### src/rtl/branch_pc_unit.sv
// PC register and branch resolution stage: evaluates the branch condition from
// ALU flags and the stored carry, selects the next PC, and runs the halt/resume FSM.
module branch_pc_unit #(
    parameter logic [31:0] RESET_PC = 32'h0000_0000
) (
    input  logic        clk,
    input  logic        rst,
    input  logic        stall,
    input  logic        resume,
    input  logic [3:0]  branch_op,
    input  logic [31:0] offset,
    input  logic [31:0] alu_result,
    input  logic        alu_negative,
    input  logic        alu_zero,
    input  logic        alu_carry,
    input  logic        flag_we,
    output logic [31:0] pc,
    output logic        carry_flag,
    output logic        taken,
    output logic        link_we,
    output logic [31:0] link_data,
    output logic        flush,
    output logic        halted
);

    localparam logic [3:0] OP_B    = 4'd1;
    localparam logic [3:0] OP_BR   = 4'd2;
    localparam logic [3:0] OP_BLTZ = 4'd3;
    localparam logic [3:0] OP_BZ   = 4'd4;
    localparam logic [3:0] OP_BNZ  = 4'd5;
    localparam logic [3:0] OP_BL   = 4'd6;
    localparam logic [3:0] OP_BCY  = 4'd7;
    localparam logic [3:0] OP_BNCY = 4'd8;
    localparam logic [3:0] OP_HALT = 4'd9;

    typedef enum logic {RUN, HALTED} state_t;

    state_t      state;
    logic        cond;
    logic        active;
    logic [31:0] seq_pc;
    logic [31:0] target;

    assign active    = (state == RUN) && !stall;
    assign seq_pc    = pc + 32'd4;
    assign link_data = seq_pc;
    assign halted    = (state == HALTED);

    // Carry-conditioned branches look at the registered flag, not this cycle's ALU carry
    always_comb begin
        cond = 1'b0;
        case (branch_op)
            OP_B, OP_BR, OP_BL: cond = 1'b1;
            OP_BLTZ:            cond = alu_negative;
            OP_BZ:              cond = alu_zero;
            OP_BNZ:             cond = !alu_zero;
            OP_BCY:             cond = carry_flag;
            OP_BNCY:            cond = !carry_flag;
            default:            cond = 1'b0;
        endcase
    end

    assign taken   = cond && active;
    assign link_we = (branch_op == OP_BL) && active;
    assign target  = (branch_op == OP_BR) ? {alu_result[31:2], 2'b00} : pc + offset;

    always_ff @(posedge clk or posedge rst) begin
        if (rst) begin
            pc         <= RESET_PC;
            carry_flag <= 1'b0;
            flush      <= 1'b0;
            state      <= RUN;
        end else begin
            flush <= 1'b0;
            case (state)
                RUN: begin
                    if (!stall) begin
                        flush <= taken;
                        if (flag_we)
                            carry_flag <= alu_carry;
                        // A HALT keeps its own address in pc; resume advances past it
                        if (branch_op == OP_HALT)
                            state <= HALTED;
                        else
                            pc <= taken ? target : seq_pc;
                    end
                end
                HALTED: begin
                    if (resume) begin
                        state <= RUN;
                        pc    <= seq_pc;
                    end
                end
                default: state <= RUN;
            endcase
        end
    end

endmodule

### config.mk
export PLATFORM = sky130hd
export DESIGN_NAME = branch_pc_unit
export DESIGN_NICKNAME = d
export VERILOG_FILES = /design/src/rtl/branch_pc_unit.sv
export SDC_FILE = /design/constraint.sdc
export NUM_CORES = 1
export LEC_CHECK = 0
export CAP_MARGIN = 20
export CORE_AREA = 2 2 125 127
export CTS_BUF_LIST = sky130_fd_sc_hd__clkbuf_4 sky130_fd_sc_hd__clkbuf_8
export CTS_CLUSTER_DIAMETER = 100
export DETAILED_ROUTE_END_ITERATION = 10
export DIE_AREA = 0 0 127 129
export HOLD_SLACK_MARGIN = 0.05
export PLACE_DENSITY = 0.55
export SYNTH_ARGS = -nofsm -noshare
export SYNTH_HDL_FRONTEND = slang
export SYNTH_SLANG_ARGS = --single-unit
### constraint.sdc
create_clock -name clk -period 2.6 [get_ports clk]
set_input_delay 0.26 -clock clk [delete_from_list [all_inputs] [get_ports clk]]
set_output_delay 0.26 -clock clk [all_outputs]
set_load 0.05 [all_outputs]
==> run summary, run 1 <==
### Yosys
• 0.197 — area fraction of the dominant cell type after synthesis
• 4440 sq um — synthesized area
• 0.197 — fraction of the yosys area taken by sequential cells
• 1.00 — Synth async-reset ratio
• 695 — net count of the mapped netlist
• 0 — Post-synth EDFFs
• dfrtp_1 — top_reg_cell synth
• 74 — number of distinct library cell variants in the gate-level netlist after synthesis
• 7.58 sq um — mean area per synthesized cell
• 0 — count of yosys warnings during synthesis
• dfrtp_1 — cell taking the most area after synthesis
• nand2_1 — most common cell in the netlist
• dfrtp_1 20%, ha_1 9.0%, a21oi_1 7.1%, xnor2_1 6.5%, nand2_1 5.6% — largest cells by area after synthesis
• 586 — Synth Instances
• 66 x nand2_1, 63 x a21oi_1, 47 x nor2_1 — top cells by instance count after synthesis
• 35 — flops & latches, synth

### Placement
• 14.2 mm — post-DP HPWL
• 0.888 — RD Place Congestion
• 142 — PortBufs
• 7170 sq um — dpl cell area
• -0.504 ns — Placement Setup Slack

### Timing
• -0.154 ns — Final Worst Setup Slack
• yes — RSZ-0062 raised after global routing
• 0.363 GHz — highest attainable clock frequency
• 2.75 ns — final critical path time including I/O delays and setup
• 0.555 — remaining max-slew budget at the tightest pin
• 12 — total setup violations reported at the end of the flow
• 0.0148 ns — clock skew after layout
• 0 — Fin. Hold Viols
• 0.667 ns — slew of the pin with the lowest slew margin
• 1.06 — final clock period utilization by the worst path
• 0.391 ns — worst hold slack
• 0 — max-slew violation count

### Clock network
• 0.09 ns — clock-pin slew on the worst setup and hold paths
• built — TritonCTS clock tree
• 5 — TritonCTS buffer count
• 2 — largest buffer count on any clock path
• 0.33 ns — insertion delay of the later-clocked pin in the worst-skew pair
• 35 — Num Clock Sinks
• 2 — H-tree lvl count
• clkbuf_8 — cell at the root of the clock tree

### Global routing
• 0 — antenna violations before repair
• 38 — largest net degree at the start of global routing
• 5,438 — vias in the first global route
• 0.226 — aggregate global-route resource usage
• 0 — total congestion overflow after global routing
• 28.8 mm — first-pass GRT wire length

### Power
• 0.838 — portion of total power attributed to combinational logic
• 10.0 mW — overall power after layout
• 4.68 mW — internal power
• 0.113 — sequential power share
• 5.31 mW — power spent charging and discharging nets
• 1280 nW/um^2 — power density cells
• 3.30 nW — leakage
• 0.531 — net switching fraction of the power
• 0.049 — clock share of power
• 0.700 mV — maximum resistive drop on vdd

### Die
• 129 um — overall die height
• 16,400 sq um — overall die area
• 15,000 sq um — Core ar.
• 145 — I/O pin count
• 45 — number of rows in the core area
• 127 um — Die X-Extent
• 0.297 — initial cell density of the core

### Detailed routing
• 18.5 um — wire length per cell
• 18.9 mm — Final Routed Wirelength
• 5.45 — via/cell ratio
• 5 — TritonRoute pass-1 iters
• 326 — number of DRC violations after detailed-routing iteration 0
• 5,568 — via total after detailed routing
• 0 — count of nets left with antenna violations after detail routing
• 0 — Residual DRC

### Setup path
• -0.15 ns — slack of the worst reg-to-reg path
• 11 — Register-to-Register Path Depth
• 2.82 ns — required arrival time at the worst endpoint
• flop — element type at the critical path end
• 2.97 ns — WP data arrival
• flop to flop — type of the worst setup path
• 3 — maximum fanout encountered on the critical timing path
• pc[28] — terminus of the critical flop-to-flop path
• flop — element type at the critical path start
• pc[0] — Critical Path Start
• pc[0] — worst reg2reg path startpoint

### Final layout
• 0 — Antenna Cells
• 7830 sq um — final cell area excluding filler cells
• 891 sq um — sequential cell area
• 941 — # nets final
• 76.1% — area growth from synthesis to layout
• 0.523 — share of the core filled with cells
• 1,459 — fillers
• 3900 sq um — area used by multi-input combinational logic
• 0.310 — fraction of final layout cells with drive strength greater than 1

### Flow run
• 0 — Maximum Capacitance Violations

### Min path
• input port to async pin — Hold/Removal Path Class

### Run status
• complete, but fails checks — outcome
• negative setup slack — violated checks

## power groups by stage
stage                     clock network [mW]  registers [mW]  logic [mW]
after global placement                     0            1.10        7.71
after CTS                              0.492            1.12        7.95
after floorplan                            0            2.11        3.74
after detailed placement                   0            1.12        7.75
after global routing                   0.515            1.16        8.96
final                                  0.487            1.13        8.38
## worst max-delay path, cell delays in order, from the launching register on
cell and delay (ns):
dfrtp_2 0.39, ha_4 0.14, inv_2 0.04, fa_2 0.33
and2b_2 0.26, o2111ai_4 0.14, a2111o_1 0.49, a21o_1 0.21
a31oi_2 0.14, a311o_1 0.22, mux2i_1 0.20, o211ai_1 0.09
## per-stage QoR
stage          setup TNS (ns)  cells
2_1_floorplan          -0.450    586
3_3_place_gp            -4.66    983
3_5_place_dp            -5.12    983
4_1_cts                -0.650   1003
5_1_grt                 -2.43   1021
6_report               -0.817   1021
## cells by family after synthesis
| kind of cell | after synthesis | synth area share |
|---|---|---|
| XOR/XNOR | 50 | 0.100 |
| multiplexers | 6 | 0.0138 |
| buffers and inverters | 46 | 0.0434 |
| flip-flops | 35 | 0.197 |
| adder cells (fa/ha/maj) | 33 | 0.0946 |
| AND/OR/NAND/NOR | 215 | 0.259 |
| AO/OA/AOI/OAI | 201 | 0.292 |
## how the worst max path moves through the flow
stage,endpoint,depth (start not counted)
finish,pc[28],11
global route,pc[28],11
CTS,pc[28],11
detailed placement,pc[30],12
global placement,pc[28],12
floorplan,pc[28],11
## repair_timing
action | 4_1_cts | 5_1_grt
hold buffers | 0 | 0
endpoints found under the setup margin | 23 | 29
resized for setup | 24 | 43
cloned | 0 | 0
buffers inserted | 12 | 18
pin swaps | 18 | 30
## flip-flops by register name, indices dropped and copies added (netlist names)
name and cells:
halted 1, carry_flag 1, flush 1, pc 32
## cells in the final DEF (no fill, tap or decap), drive strengths merged, types with 18 or more instances in the layout
cell	synthesis	routed
dfrtp	35	35
nand3	34	34
xnor2	33	33
o21ai	40	40
ha	32	32
buf	11	151
nand2	66	66
a21oi	64	64
inv	18	18
nor2	49	49
clkdlybuf4s50	0	113
## cell type report
class / count / area share
multi-input cells: 505 / 0.498
repair buffers: 267 / 0.338
flip-flops and latches: 35 / 0.114
well taps: 188 / 0.0301
clock buffers: 7 / 0.0107
inverters: 18 / 0.00863
clock inverters: 1 / 0.000639
## routing by layer
metal,global-route usage,part of all wire
met4,0.0653,0.016
met2,0.394,0.49
met5,0,0
met1,0.292,0.43
met3,0.0312,0.059
Note: power is estimated with default switching activity, not from simulation.
==> inputs of run 2 (changes only) <==
Settings changed: HOLD_SLACK_MARGIN 0.05 to 0.06.
==> results of run 2 <==
Same layout as run 1: the final DEF is identical, and so are final timing and power.
==> inputs of run 3 (changes only) <==
Settings changed: SKIP_CTS_REPAIR_TIMING from default to 1.
Clock period 2.6 ns to 2.2 ns, I/O delays scaled along.
==> run 3 against run 2 <==
Against the previous run: the flow still finishes with violations (negative setup slack); sequential power rose by 13%; routed wire length up 5.3%; global-route usage rose by 0.48 points; first-iteration DRC count grew 4.6%; sequential cell count unchanged; power is 32% higher; setup slack worse by 0.43 ns; clock power grew 20%; die area unchanged; cell count is 7.0% higher; count of clock-buffer cells in the layout increased by 1; highest routed layer unchanged.
==> run summary, run 3 (synthesis gave the netlist of run 1 again) <==
### Timing
• 0.00306 ns — clock skew after layout, was 0.0148 ns
• 0.359 GHz — highest attainable clock frequency
• 0 — Fin. Hold Viols, unchanged
• -13.01 ns — summed negative setup slack over all endpoints, was -0.817 ns
• 0.663 ns — slew of the pin with the lowest slew margin, was 0.667 ns
• 2.78 ns — final critical path time including I/O delays and setup
• yes — RSZ-0062 raised after global routing, unchanged
• 1.26 — final clock period utilization by the worst path
• 0 — max-slew violation count, unchanged
• 45 — total setup violations reported at the end of the flow, was 12
• 0.349 ns — worst hold slack, was 0.391 ns
• 0.557 — remaining max-slew budget at the tightest pin, was 0.555
• -0.582 ns — Final Worst Setup Slack, was -0.154 ns

### Placement
• 15.5 mm — post-DP HPWL, was 14.2 mm
• 1,051 — Cell Count Post-Placement, was 983
• 142 — PortBufs, unchanged
• -0.930 ns — Placement Setup Slack, was -0.504 ns
• 0.906 — RD Place Congestion, was 0.888

### Final layout
• pc — top register by number of flip-flops, unchanged
• buf_4 — commonest non-fill, non-tap cell in the layout, was clkdlybuf4s50_1
• 170 x buf_4, 109 x clkdlybuf4s50_1, 62 x nand2_1 — commonest cells after routing, fill and taps aside, was 113 x clkdlybuf4s50_1, 112 x buf_4, 64 x nand2_1
• 1,092 — Layout Cells excl Fill, was 1,021
• 1,012 — # nets final, was 941
• 101% — area growth from synthesis to layout, was 76.1%
• 0.413 — fraction of final layout cells with drive strength greater than 1, was 0.310
• 1,338 — fillers, was 1,459
• 0 — Antenna Cells, unchanged
• 32 — max FFs per register, unchanged

### Setup path
• flop — element type at the critical path end, unchanged
• -0.56 ns — slack of the worst reg-to-reg path, was -0.15 ns
• input port to flop — type of the worst setup path, was flop to flop
• clkdlybuf4s50_1 — critical-path cell with the highest stage delay, was a2111o_1
• input port — element type at the critical path start, was flop
• pc[0] — worst reg2reg path startpoint, unchanged
• 2.38 ns — required arrival time at the worst endpoint, was 2.82 ns
• 12 — Register-to-Register Path Depth, was 11
• 2.96 ns — WP data arrival, was 2.97 ns
• clkdlybuf4s50_1 -> ha_4 -> inv_2 -> fa_2 -> and2b_2 -> o2111ai_4 -> a2111o_1 -> buf_4 -> nand4b_1 -> a31oi_4 -> o211ai_1 -> xnor2_1 -> a31oi_1 — cell breakdown of the critical path, was ha_4 -> inv_2 -> fa_2 -> and2b_2 -> o2111ai_4 -> a2111o_1 -> a21o_1 -> a31oi_2 -> a311o_1 -> mux2i_1 -> o211ai_1
• 0.50 ns — slowest stage delay, CP, was 0.49 ns
• pc[30] — terminus of the critical flop-to-flop path, was pc[28]
• 3 — maximum fanout encountered on the critical timing path, unchanged

### Clock network
• 2 — largest buffer count on any clock path, unchanged
• 35 — Num Clock Sinks, unchanged
• 5 — TritonCTS buffer count, unchanged
• 0.31 ns — insertion delay of the later-clocked pin in the worst-skew pair, was 0.33 ns
• 0.08 ns — clock-pin slew on the worst setup and hold paths, was 0.09 ns
• built — TritonCTS clock tree, unchanged
• clkbuf_8 — cell at the root of the clock tree, unchanged
• 2 — H-tree lvl count, unchanged

### Detailed routing
• 341 — number of DRC violations after detailed-routing iteration 0, was 326
• 5,814 — via total after detailed routing, was 5,568
• 18.2 um — wire length per cell, was 18.5 um
• 0 — count of nets left with antenna violations after detail routing, unchanged
• 0 — Residual DRC, unchanged
• 5 — TritonRoute pass-1 iters, unchanged
• 19.9 mm — Final Routed Wirelength, was 18.9 mm
• 5.32 — via/cell ratio, was 5.45

### Power
• 3.81 nW — leakage, was 3.30 nW
• 1470 nW/um^2 — power density cells, was 1280 nW/um^2
• 0.925 mV — maximum resistive drop on vdd, was 0.700 mV
• 13.2 mW — overall power after layout, was 10.0 mW

### Global routing
• 0.230 — aggregate global-route resource usage, was 0.226
• 38 — largest net degree at the start of global routing, unchanged
• 0 — antenna violations before repair, unchanged
• 5,560 — vias in the first global route, was 5,438
• 0 — total congestion overflow after global routing, unchanged
• 29.9 mm — first-pass GRT wire length, was 28.8 mm

### Min path
• input port to async pin — Hold/Removal Path Class, unchanged

### Run status
• negative setup slack — violated checks, unchanged
• complete, but fails checks — outcome, unchanged

### Die
• 0.297 — initial cell density of the core, unchanged
• 127 um — Die X-Extent, unchanged
• 45 — number of rows in the core area, unchanged
• 129 um — overall die height, unchanged
• 16,400 sq um — overall die area, unchanged
• 15,000 sq um — Core ar., unchanged
• 145 — I/O pin count, unchanged

### Flow run
• 0 — Maximum Capacitance Violations, unchanged

==> run 3: how the worst max path moves through the flow <==
stage | cells after the start | slack [ns] | startpoint | endpoint
after detailed placement | 13 | -0.93 | offset[0] | pc[24]
after global routing | 11 | -0.71 | pc[0] | pc[28]
after floorplan | 11 | -0.60 | pc[0] | pc[28]
final | 13 | -0.58 | offset[0] | pc[30]
after global placement | 12 | -0.87 | offset[0] | pc[28]
after CTS | 13 | -0.60 | offset[0] | pc[30]
==> run 3: cell type report <==
class | instances | area [sq um] | area share
Tap cell | 188 | 235 | 0.0263
Sequential cell | 35 | 913 | 0.102
Clock buffer | 8 | 104 | 0.0116
Inverter | 18 | 67.6 | 0.00755
Timing Repair Buffer | 338 | 3340 | 0.373
Multi-Input combinational cell | 505 | 4300 | 0.480
==> run 3: per-stage QoR <==
step | utilization | cell area [sq um]
detailed placement | 0.540 | 8090
floorplan | - | 5010
CTS | 0.547 | 8200
finish | 0.598 | 8950
global placement | 0.540 | 8090
global route | 0.598 | 8950
==> run 3: critical path: cells and delay by family <==
kind                     cells  cell delay [ns]
AO/OA/AOI/OAI                5             1.01
buffers and inverters        3             0.69
adder cells (fa/ha/maj)      2             0.47
AND/OR/NAND/NOR              2             0.43
XOR/XNOR                     1             0.14
==> run 3: layer usage <==
layer / wire [um] / GRT usage / up-vias / part of all wire
li1: - / - / 2805 / -
met5: 0 / 0 / - / 0
met1: 8640 / 0.313 / 2807 / 0.43
met3: 882 / 0.0200 / 28 / 0.044
met2: 10000 / 0.402 / 174 / 0.50
met4: 370 / 0.0498 / 0 / 0.019
==> run 3: power breakdown <==
part	total, mW	switching (mW)	internal [mW]
logic	11.3	6.15	5.16
registers	1.28	0.302	0.975
clock network	0.584	0.284	0.299
total	13.2	6.74	6.43
==> edit: new RTL, settings of run 3 <==
Put one more register stage on the output `carry_flag`, with the module's reset. The value now appears one clock later. The other outputs are not delayed to match.
--- a/src/rtl/branch_pc_unit.sv
+++ b/src/rtl/branch_pc_unit.sv
@@ -36,4 +36,6 @@
     typedef enum logic {RUN, HALTED} state_t;
 
+    logic carry_flag_s0;
+
     state_t      state;
     logic        cond;
@@ -55,6 +57,6 @@
             OP_BZ:              cond = alu_zero;
             OP_BNZ:             cond = !alu_zero;
-            OP_BCY:             cond = carry_flag;
-            OP_BNCY:            cond = !carry_flag;
+            OP_BCY:             cond = carry_flag_s0;
+            OP_BNCY:            cond = !carry_flag_s0;
             default:            cond = 1'b0;
         endcase
@@ -68,5 +70,5 @@
         if (rst) begin
             pc         <= RESET_PC;
-            carry_flag <= 1'b0;
+            carry_flag_s0 <= 1'b0;
             flush      <= 1'b0;
             state      <= RUN;
@@ -78,5 +80,5 @@
                         flush <= taken;
                         if (flag_we)
-                            carry_flag <= alu_carry;
+                            carry_flag_s0 <= alu_carry;
                         // A HALT keeps its own address in pc; resume advances past it
                         if (branch_op == OP_HALT)
@@ -97,4 +99,12 @@
     end
 
+    always_ff @(posedge clk or posedge rst) begin
+        if (rst) begin
+            carry_flag <= '0;
+        end else begin
+            carry_flag <= carry_flag_s0;
+        end
+    end
+
 endmodule
 
Check against the original RTL: not equivalent (Yosys sat finds a counterexample within 4 cycles, from zero or initial values and one cycle with rst high).
==> edit against run 3 <==
Global-route usage rose by 0.050 points; area after synthesis rose by 0.56%; power fell by 2.9%; final area fell by 2.4%; clock power fell by 3%; worst setup slack improved by 64 ps; wire length fell by 2.1%; the run still ends with negative setup slack left; clock skew rose by 8.3 ps; sequential cell count rose by 1; sequential share of layout area rose by 0.52 points; via count fell by 2.7%.
==> edit: results <==
{
  "status": "finished, violations left",
  "violations": "negative setup slack",
  "grt_start_max_net_pins": 38,
  "synth-xor-area-share_pct": 9.97,
  "async_flop_share_pct": 100,
  "p_sw_share_pct": 51.5,
  "leakage_nw": 3.75,
  "synthAdderAreaFrac_pct": 9.41,
  "holdWs_ps": 290,
  "grt_usage_pct": 23.1,
  "ys_seq_area_share_pct": 20.2,
  "largest_reg_flops": 32,
  "place_ws_ps": -898,
  "vdd.ir_drop.worst_mv": 0.764,
  "p_comb_w": 0.0110,
  "dp_hpwl_um": 15100,
  "met3_length_um": 877,
  "synth.net_count": 696,
  "fillers": 1335,
  "met3_usage_pct": 2.62,
  "holdCritPathClass": "in -> async",
  "tns_ps": -11260,
  "gp_congestion": 0.901,
  "post_synth.cell_area_avg_um2": 7.61,
  "grt_pass1_vias": 5590,
  "first_iter_violations": 314,
  "placed_area_um2": 8060,
  "fin_skew_ps": 11.3,
  "met2_usage_pct": 39.6,
  "stdcell_area_um2": 8740,
  "synth_common_cells": "66 x nand2_1, 63 x a21oi_1, 47 x nor2_1",
  "io_buffers": 142,
  "layout_setup_ws_ps": -517,
  "drive_gt1_share_pct": 40.3,
  "muxShareOfSynthArea_pct": 1.37,
  "drt-total-wl_um": 19500,
  "wl_met2_um": 9550,
  "wl_met1_um": 8670,
  "rr_worst_depth": 11,
  "critPathLaunch": "pc[0]",
  "synth_compound_area_share_pct": 29.0,
  "finalSetupViolCount": 42,
  "worst_pin_slew_ps": 727,
  "grt_pass1_wl_um": 29900,
  "nNetsFinal": 996,
  "power_density_nw_per_um2": 1460,
  "via_per_inst": 5.26,
  "detail_route.wl_per_cell_um": 18.1,
  "dr.pass1.iters": 5,
  "synth_area_leaders": "dfrtp_1 20%, ha_1 9.0%, a21oi_1 7.1%",
  "worst-path-max-fanout": 2,
  "rr_endpoint": "pc[28]",
  "gr-usage-met1_pct": 31.3
}
[edit: changes by cell type in the layout (fill, tap and decap cells not counted), sizes merged]
| cell | before | now |
|---|---|---|
| buf | 228 | 210 |
| dlymetal6s2s | 1 | 4 |
| dfrtp | 35 | 36 |
| clkdlybuf4s50 | 109 | 107 |
[edit: area by class of cell]
| cell class | count | share of cell area, % |
|---|---|---|
| Tap cell | 188 | 2.69 |
| Timing Repair Buffer | 321 | 36.4 |
| Inverter | 18 | 0.773 |
| Sequential cell | 36 | 10.7 |
| Multi-Input combinational cell | 505 | 48.3 |
| Clock buffer | 8 | 1.12 |
[edit: critical path: stages, from the launching register on]
cell       delay [ps]
dfrtp_2           400
ha_4              140
inv_2              30
fa_2              330
and2b_1           230
o2111ai_2         120
a2111o_1          430
a21o_1            180
a31oi_2           200
a311o_1           220
mux2i_1           210
o211ai_1           90
